**src/rtl/seg_scan_ctrl.sv**
```systemverilog
// Scan controller: steps a shared 4-bit segment decoder across NUM_DIGITS digits.
// Latency: all outputs registered; a frame accepted in IDLE is committed one cycle after accept.
// Backpressure: one pending frame buffer; load_ready stays low until that frame is committed.
//
// Ports:
//   clk, rst_n   rising-edge clock, asynchronous active-low reset
//   enable       scan enable; low forces IDLE (digits off, idx=0)
//   load_valid / load_ready / load_data   frame handshake, nibble i = load_data[4i+3:4i]
//   blank_mask   1 = digit i never lit (slot time is still consumed)
//   dec_in       nibble presented to the shared decoder
//   an           digit enables, polarity set by DIG_ACTIVE_LOW
//   frame_done   one-cycle pulse in the first cycle after the last digit slot
module seg_scan_ctrl #(
  parameter int NUM_DIGITS     = 4,
  parameter int PRESCALE       = 50000,
  parameter int BLANK_CYCLES   = 16,
  parameter int DIG_ACTIVE_LOW = 1
) (
  input  logic                    clk,
  input  logic                    rst_n,
  input  logic                    enable,
  input  logic                    load_valid,
  input  logic [4*NUM_DIGITS-1:0] load_data,
  output logic                    load_ready,
  input  logic [NUM_DIGITS-1:0]   blank_mask,
  output logic [3:0]              dec_in,
  output logic [NUM_DIGITS-1:0]   an,
  output logic                    frame_done
);

  localparam int CW          = $clog2(PRESCALE);
  localparam int IW          = $clog2(NUM_DIGITS);
  localparam int SHOW_CYCLES = PRESCALE - BLANK_CYCLES;

  localparam logic [CW-1:0] BLANK_LAST = CW'(BLANK_CYCLES - 1);
  localparam logic [CW-1:0] SHOW_LAST  = CW'(SHOW_CYCLES - 1);
  localparam logic [IW-1:0] IDX_LAST   = IW'(NUM_DIGITS - 1);
  localparam logic [NUM_DIGITS-1:0] AN_OFF = (DIG_ACTIVE_LOW != 0) ? '1 : '0;

  typedef enum logic [1:0] {IDLE, BLANK, SHOW} state_t;

  state_t                  state, nxt_state;
  logic [IW-1:0]           idx, nxt_idx;
  logic [CW-1:0]           cnt, nxt_cnt;
  logic [4*NUM_DIGITS-1:0] active, pending, nxt_frame;
  logic                    frame_end, commit, accept;
  logic [NUM_DIGITS-1:0]   sel, an_lit;
  logic [3:0]              nib;

  always_comb begin
    nxt_state = state;
    nxt_idx   = idx;
    nxt_cnt   = cnt + 1'b1;
    frame_end = 1'b0;
    if (!enable) begin
      nxt_state = IDLE;
      nxt_idx   = '0;
      nxt_cnt   = '0;
    end else begin
      case (state)
        IDLE: begin
          nxt_state = BLANK;
          nxt_idx   = '0;
          nxt_cnt   = '0;
        end
        BLANK: begin
          if (cnt == BLANK_LAST) begin
            nxt_state = SHOW;
            nxt_cnt   = '0;
          end
        end
        SHOW: begin
          if (cnt == SHOW_LAST) begin
            nxt_state = BLANK;
            nxt_cnt   = '0;
            if (idx == IDX_LAST) begin
              nxt_idx   = '0;
              frame_end = 1'b1;
            end else begin
              nxt_idx = idx + 1'b1;
            end
          end
        end
        default: begin
          nxt_state = IDLE;
          nxt_idx   = '0;
          nxt_cnt   = '0;
        end
      endcase
    end

    // load_ready low means the pending buffer holds a frame.
    commit = !load_ready && (frame_end || (state == IDLE));
    accept = load_valid && load_ready;

    // The first BLANK of a frame must already see a frame committed on that same edge.
    nxt_frame = commit ? pending : active;
    nib       = nxt_frame[4*int'(nxt_idx) +: 4];

    sel          = '0;
    sel[nxt_idx] = 1'b1;
    sel          = sel & ~blank_mask;
    an_lit       = (DIG_ACTIVE_LOW != 0) ? ~sel : sel;
  end

  always_ff @(posedge clk or negedge rst_n) begin
    if (!rst_n) begin
      state      <= IDLE;
      idx        <= '0;
      cnt        <= '0;
      an         <= AN_OFF;
      dec_in     <= '0;
      load_ready <= 1'b1;
      frame_done <= 1'b0;
      active     <= '0;
      pending    <= '0;
    end else begin
      state      <= nxt_state;
      idx        <= nxt_idx;
      cnt        <= nxt_cnt;
      frame_done <= frame_end;
      an         <= (nxt_state == SHOW) ? an_lit : AN_OFF;
      if ((nxt_state == BLANK) && (state != BLANK)) begin
        dec_in <= nib;
      end
      if (commit) begin
        active     <= pending;
        load_ready <= 1'b1;
      end else if (accept) begin
        pending    <= load_data;
        load_ready <= 1'b0;
      end
    end
  end

endmodule

```
**config.mk**
```make
export PLATFORM = sky130hd
export DESIGN_NAME = seg_scan_ctrl
export DESIGN_NICKNAME = d
export VERILOG_FILES = /design/src/rtl/seg_scan_ctrl.sv
export SDC_FILE = /design/constraint.sdc
export NUM_CORES = 1
export LEC_CHECK = 0
export BUFFER_PORTS_ARGS = -buffer_cell sky130_fd_sc_hd__buf_2
export CAP_MARGIN = 20
export CORE_MARGIN = 3
export CORE_UTILIZATION = 45
export DETAILED_ROUTE_END_ITERATION = 10
export PLACE_DENSITY_LB_ADDON = 0.25
export SYNTH_ARGS = -nofsm -noshare
export SYNTH_HDL_FRONTEND = slang
export SYNTH_SLANG_ARGS = --single-unit
```
**constraint.sdc**
```tcl
create_clock -name clk -period 3.1 [get_ports clk]
set_input_delay 0.62 -clock clk [delete_from_list [all_inputs] [get_ports clk]]
set_output_delay 0.62 -clock clk [all_outputs]
set_load 0.01 [all_outputs]
```
==> run summary, run 1 <==
area of the mapped netlist - 0.00289 mm^2
Die Wd - 86.2 um
IO Port Bufs - 33
Detail Route Antenna Nets - 0
DR iter-0 viols - 155
CTS tree - done
Worst setup EP type - register
area of the core - 0.00606 mm^2
Yosys reg bits - 62
initial antenna violation count - 0
Mapped Nets - 281
Final Cycle Share - 87.6%
critical path class - register to register
Pwr Density - 640 mW/mm^2
RSZ-0062 raised after global routing - no
Place WS - 401 ps
Total Routed Length - 5920 um
Seq/Total Area, Yosys - 53.8%
DRT Pass-1 Iters - 4
Syn Area/Cell - 11.5 um^2
Yosys top cell by area - dfrtp_1
top cell type's share of synthesized area - 49.3%
fin worst setup slack - 385 ps
Starting Density - 47.7%
hold_buf cts - 0
Crit path arrival time - 2980 ps
first-pass GRT wire length - 9910 um
FF/Latch Area - 0.00156 mm^2
TNS Setup - 0 ps
dpl hpwl - 4130 um
hold crit path type - primary input to asynchronous set/reset pin
I/O pin cnt - 34
Syn. warnings - 0
actual slew at the worst max-slew pin - 709 ps
drt wl/cell - 15.7 um
Clock Latency Late Sink - 350 ps
Post-Layout Cell Count - 376
via count of the routed design - 2,094
vias in the first global route - 2,053
worst reg2reg path depth - 5
TritonCTS sink count - 62
Netlist cell types - 42
clock period minus worst slack - 2710 ps
fmax - 0.368 GHz
GPL Wtd Cong - 0.869
setup bufs post-CTS - 0
Main synth FF type - dfrtp_1
Slew Limit Headroom - 52.2%
post-cts sizing count - 0
most frequent cell after synthesis - dfrtp_1
GRT Total Usage - 17.5%
Post-synth EDFFs - 0
final core occ - 55.6%
clk_skew - 8.73 ps
Clock Tree Buf Depth - 2
final-report hold violation count - 0
required time of the worst setup path - 3370 ps
layout cells sized above 1 - 30.6%
Cells after DPL - 360
# diodes - 0
outcome - completed
Max Cap Viol - 0
Syn-to-layout area delta - 16.4%
total CTS buffers - 9
ranking of synthesized cells by area - dfrtp_1 (49%), mux2_2 (9.3%), dfstp_2 (4.5%)
area of the multi-input gates - 0.00125 mm^2
Fill cells - 526
Finish-stage setup viols - 0
die area - 0.00743 mm^2
Syn Inst Count - 251
Chip Height - 86.2 um
pin count of the biggest net entering global routing - 63
Worst setup SP type - register
via density per instance - 5.57
CTS clk-pin slew, worst paths - 70 ps
most frequent cells after synthesis - dfrtp_1 (57), nor2_1 (28), mux2_2 (24)
total gr overflow - 0
Pleak - 1.48 nW
CTS root buffer - clkbuf_8
nets - 326
H-tree levels - 3
asr flop ratio synth - 100%
# rows - 28
Hold WS - 275 ps
CP max FO - 6
VDD IR max - 366 uV
DRC viols - 0
Slew Viols, Final - 0
cells by family (layout without fill, tap and decap cells):
kind of cell    Yosys count  after routing  share of synthesized area [%]
compound gates           45             45                           11.3
xor+xnor                 14             14                           4.24
fa+ha+maj                 6              6                           2.59
buf+inv                  20             70                           2.94
flops                    62             62                           53.8
mux                      30             30                           11.6
simple gates             74             74                           13.5
state kept, by name, indices dropped and copies added (netlist names):
| name | flops |
|---|---|
| active | 16 |
| an | 4 |
| cnt | 16 |
| dec_in | 4 |
| frame_done | 1 |
| idx | 2 |
| load_ready | 1 |
| pending | 16 |
| state | 2 |
power by group:
part	switching [W]	internal (W)	leakage, nW
Combinational	0.000214	0.000212	0.625
Clock	0.000336	0.000315	0.0889
Sequential	0.0000847	0.000994	0.766
area by class of cell:
| class | instances | share of cell area (%) |
|---|---|---|
| Sequential cell | 62 | 46.2 |
| Clock buffer | 10 | 4.08 |
| Timing Repair Buffer | 40 | 6.83 |
| Multi-Input combinational cell | 169 | 37.1 |
| Tap cell | 75 | 2.78 |
| Clock inverter | 6 | 1.37 |
| Inverter | 14 | 1.56 |
layout by cell type, fill, tap and decap left out, drive strengths merged, types with 8 or more instances in the layout:
cell | Yosys | layout
inv | 14 | 15
clkbuf | 3 | 10
nor2 | 29 | 29
xnor2 | 8 | 8
nand2 | 8 | 8
nand3 | 12 | 12
dfrtp | 57 | 57
a211oi | 9 | 9
buf | 3 | 40
mux2 | 25 | 25
metrics by stage:
step | area [um^2] | power [W]
floorplan | 2890 | 0.00136
global placement | 3190 | 0.00151
detailed placement | 3190 | 0.00152
CTS | 3370 | 0.00218
global route | 3370 | 0.00228
finish | 3370 | 0.00216
worst paths after layout:
kind / startpoint / endpoint / slack (ps)
hold / removal: rst_n / cnt[14]$_DFF_PN0_ / 280
min in group clk: blank_mask[0] / an[0]$_DFF_PN1_ / 470
setup / recovery: cnt[6]$_DFF_PN0_ / dec_in[2]$_DFFE_PN0P_ / 390
setup reg to reg: cnt[6]$_DFF_PN0_ / dec_in[2]$_DFFE_PN0P_ / 390
max in group asynchronous: rst_n / load_ready$_DFFE_PN1P_ / 2520
hold reg to reg: active[7]$_DFF_PN0_ / active[7]$_DFF_PN0_ / 480
metal layers:
metal / GRT usage, % / up-vias / share of wire [%]
li1: - / 993 / -
met1: 22.6 / 1045 / 45
met2: 26.8 / 47 / 48
met3: 6.56 / 9 / 5.4
met4: 7.08 / 0 / 1.6
met5: 0 / - / 0
worst max-delay path, stage by stage, from the launching register on:
cell	delay, ps
dfrtp_1	440
or4_4	600
or4_4	560
o21ai_0	610
a32oi_1	230
a31oi_1	200
Note: power is estimated with default switching activity, not from simulation.
==> run 2, diff against run 1 <==
--- a/config.mk
+++ b/config.mk
@@ -5,12 +5,15 @@
 export SDC_FILE = /design/constraint.sdc
 export NUM_CORES = 1
 export LEC_CHECK = 0
+export ABC_AREA = 1
 export BUFFER_PORTS_ARGS = -buffer_cell sky130_fd_sc_hd__buf_2
 export CAP_MARGIN = 20
 export CORE_MARGIN = 3
 export CORE_UTILIZATION = 45
+export CTS_BUF_LIST = sky130_fd_sc_hd__clkbuf_8
 export DETAILED_ROUTE_END_ITERATION = 10
 export PLACE_DENSITY_LB_ADDON = 0.25
+export SLEW_MARGIN = 5
 export SYNTH_ARGS = -nofsm -noshare
 export SYNTH_HDL_FRONTEND = slang
 export SYNTH_SLANG_ARGS = --single-unit
==> run summary, run 2 <==
outcome - completed
power share of the combinational group - 22.9%
RSZ-0062 raised after global routing - no
via count of the routed design - 2,336
Syn. warnings - 0
Yosys top cell by area - dfrtp_1
GPL Wtd Cong - 0.847
# diodes - 0
Syn Area/Cell - 8.63 um^2
Netlist cell types - 35
Slew Viols, Final - 0
Design Area, Final - 0.00351 mm^2
Tot Pwr - 0.00231 W
DRT Pass-1 Iters - 4
CTS root buffer - clkbuf_8
Max Cap Viol - 0
commonest non-fill, non-tap cells in the layout - nand2_1 (85), dfrtp_1 (57), inv_1 (42)
CP max FO - 17
Pleak - 1.84 nW
drt wl/cell - 12.5 um
Mapped Nets - 388
total CTS buffers - 9
most common cell after layout, fill and taps aside - nand2_1
pin count of the biggest net entering global routing - 25
initial antenna violation count - 0
Crit path max-delay family - simple AND/OR/NAND/NOR gates
asr flop ratio synth - 100%
Starting Density - 47.6%
clk_skew - 11.2 ps
Worst setup EP type - register
Chip Height - 88.9 um
Syn-to-layout area delta - 13.6%
hold crit path type - primary input to asynchronous set/reset pin
largest registers - active: 16 flops, cnt: 16 flops, pending: 16 flops
TritonCTS sink count - 62
CP cell instances - inv_1 > ha_1 > and3_1 > nand3_4 > nand2_4 > nand2_4 > nand2_1 > nand2_1 > nand2_1 > nand2_1 > nand2_1 > nand2_1 > nand2_1 > nand2_1
Finish-stage setup viols - 0
switching share of power - 29.5%
final-report hold violation count - 0
total gr overflow - 0
clock period minus worst slack - 2180 ps
Total Routed Length - 5990 um
Seq/Total Area, Yosys - 50.4%
critical path class - register to register
TNS Setup - 0 ps
Cell Int Power - 0.00163 W
final core occ - 54.0%
IO Port Bufs - 33
fmax - 0.460 GHz
Net Sw Power - 0.000682 W
Detail Route Antenna Nets - 0
Slew Limit Headroom - 47.8%
CP max-delay cell - dfrtp_1
Final Cycle Share - 70.2%
Crit path arrival time - 2400 ps
CP peak stage delay - 400 ps
CP most frequent cell - nand2_1
Worst setup SP type - register
DRC viols - 0
most frequent cell after synthesis - nand2_1
Main synth FF type - dfrtp_1
top cell type's share of synthesized area - 46.2%
vias in the first global route - 2,315
area of the mapped netlist - 0.00309 mm^2
Clock Tree Buf Depth - 2
sequential share of power - 46.7%
post-cts sizing count - 0
ranking of synthesized cells by area - dfrtp_1 (46%), nand2_1 (10%), nand3_1 (5.5%)
Post-synth EDFFs - 0
# rows - 29
Syn Inst Count - 358
area of the core - 0.00649 mm^2
actual slew at the worst max-slew pin - 781 ps
Pwr Density - 659 mW/mm^2
I/O pin cnt - 34
Fill cells - 605
first-pass GRT wire length - 10,300 um
nets - 426
H-tree levels - 3
most frequent cells after synthesis - nand2_1 (85), dfrtp_1 (57), inv_1 (41)
required time of the worst setup path - 3330 ps
DR iter-0 viols - 102
via density per instance - 4.89
critical path buffer and inverter count - 1
Post-DP Area - 0.00331 mm^2
Yosys reg bits - 62
GRT Total Usage - 17.2%
VDD IR max - 373 uV
Die Wd - 88.9 um
CTS clk-pin slew, worst paths - 70 ps
die area - 0.00790 mm^2
dpl hpwl - 4400 um
Clock power frac - 30.4%
Clock Latency Late Sink - 330 ps
setup bufs post-CTS - 0
hold_buf cts - 0
layout cells sized above 1 - 23.7%
CTS tree - done
==> run 2: cell count changes after synthesis, moves of 8 or more <==
cell      change
a21oi_1      +10
nand2_1      +77
nand2_2      +15
a211oi_1      -8
nor3_1        +8
nand3_1      +22
inv_1        +27
mux2_2       -16
==> run 2: path summary, 6_finish.rpt <==
path,from,end,slack [ps],depth (start not counted)
min in group clk,load_valid,load_ready$_DFFE_PN1P_,440,2
min reg2reg,cnt[0]$_DFF_PN0_,cnt[0]$_DFF_PN0_,460,1
max in group asynchronous,rst_n,load_ready$_DFFE_PN1P_,2120,2
max reg2reg,state[0]$_DFF_PN0_,dec_in[1]$_DFFE_PN0P_,920,14
min,rst_n,cnt[11]$_DFF_PN0_,230,1
max,state[0]$_DFF_PN0_,dec_in[1]$_DFFE_PN0P_,920,14
==> run 2: power groups by stage <==
stage / Sequential (W) / Combinational [W] / Clock, W
2_1_floorplan: 0.00108 / 0.000393 / 0
3_3_place_gp: 0.00109 / 0.000529 / 0
3_5_place_dp: 0.00110 / 0.000533 / 0
4_1_cts: 0.00108 / 0.000537 / 0.000722
5_1_grt: 0.00110 / 0.000613 / 0.000767
6_report: 0.00108 / 0.000529 / 0.000703
==> run 2: metrics by stage <==
| stage | setup slack, ps | instances | hold slack [ps] |
|---|---|---|---|
| floorplan | 1270 | 358 | 324 |
| global route | 667 | 478 | 250 |
| finish | 925 | 478 | 232 |
| global placement | 904 | 462 | 443 |
| detailed placement | 916 | 462 | 450 |
| CTS | 897 | 478 | 236 |
==> run 2: cell type report <==
class,count,area (um^2),area share [%]
Sequential cell,62,1560,44.4
Multi-Input combinational cell,240,1290,36.9
Tap cell,77,96.3,2.75
Timing Repair Buffer,35,180,5.13
Clock buffer,11,151,4.31
Inverter,48,180,5.13
Clock inverter,5,48.8,1.39
==> run 2: cell families after synthesis <==
family                     count (synthesis)  share of synthesized area, %
and+or+nand+nor                          198                          31.0
DFF                                       62                          50.4
buffers and inverters                     56                          7.69
AOI/OAI and AO/OA                         23                          4.13
muxes                                      8                          2.92
adders and majority gates                  6                          2.43
xor gates and xnor gates                   5                          1.42
==> run 2: per-layer routing <==
metal	routed length, um	GRT usage (%)
met5	0	0
met4	108	5.91
met3	251	5.77
met2	2870	27.7
met1	2760	21.8
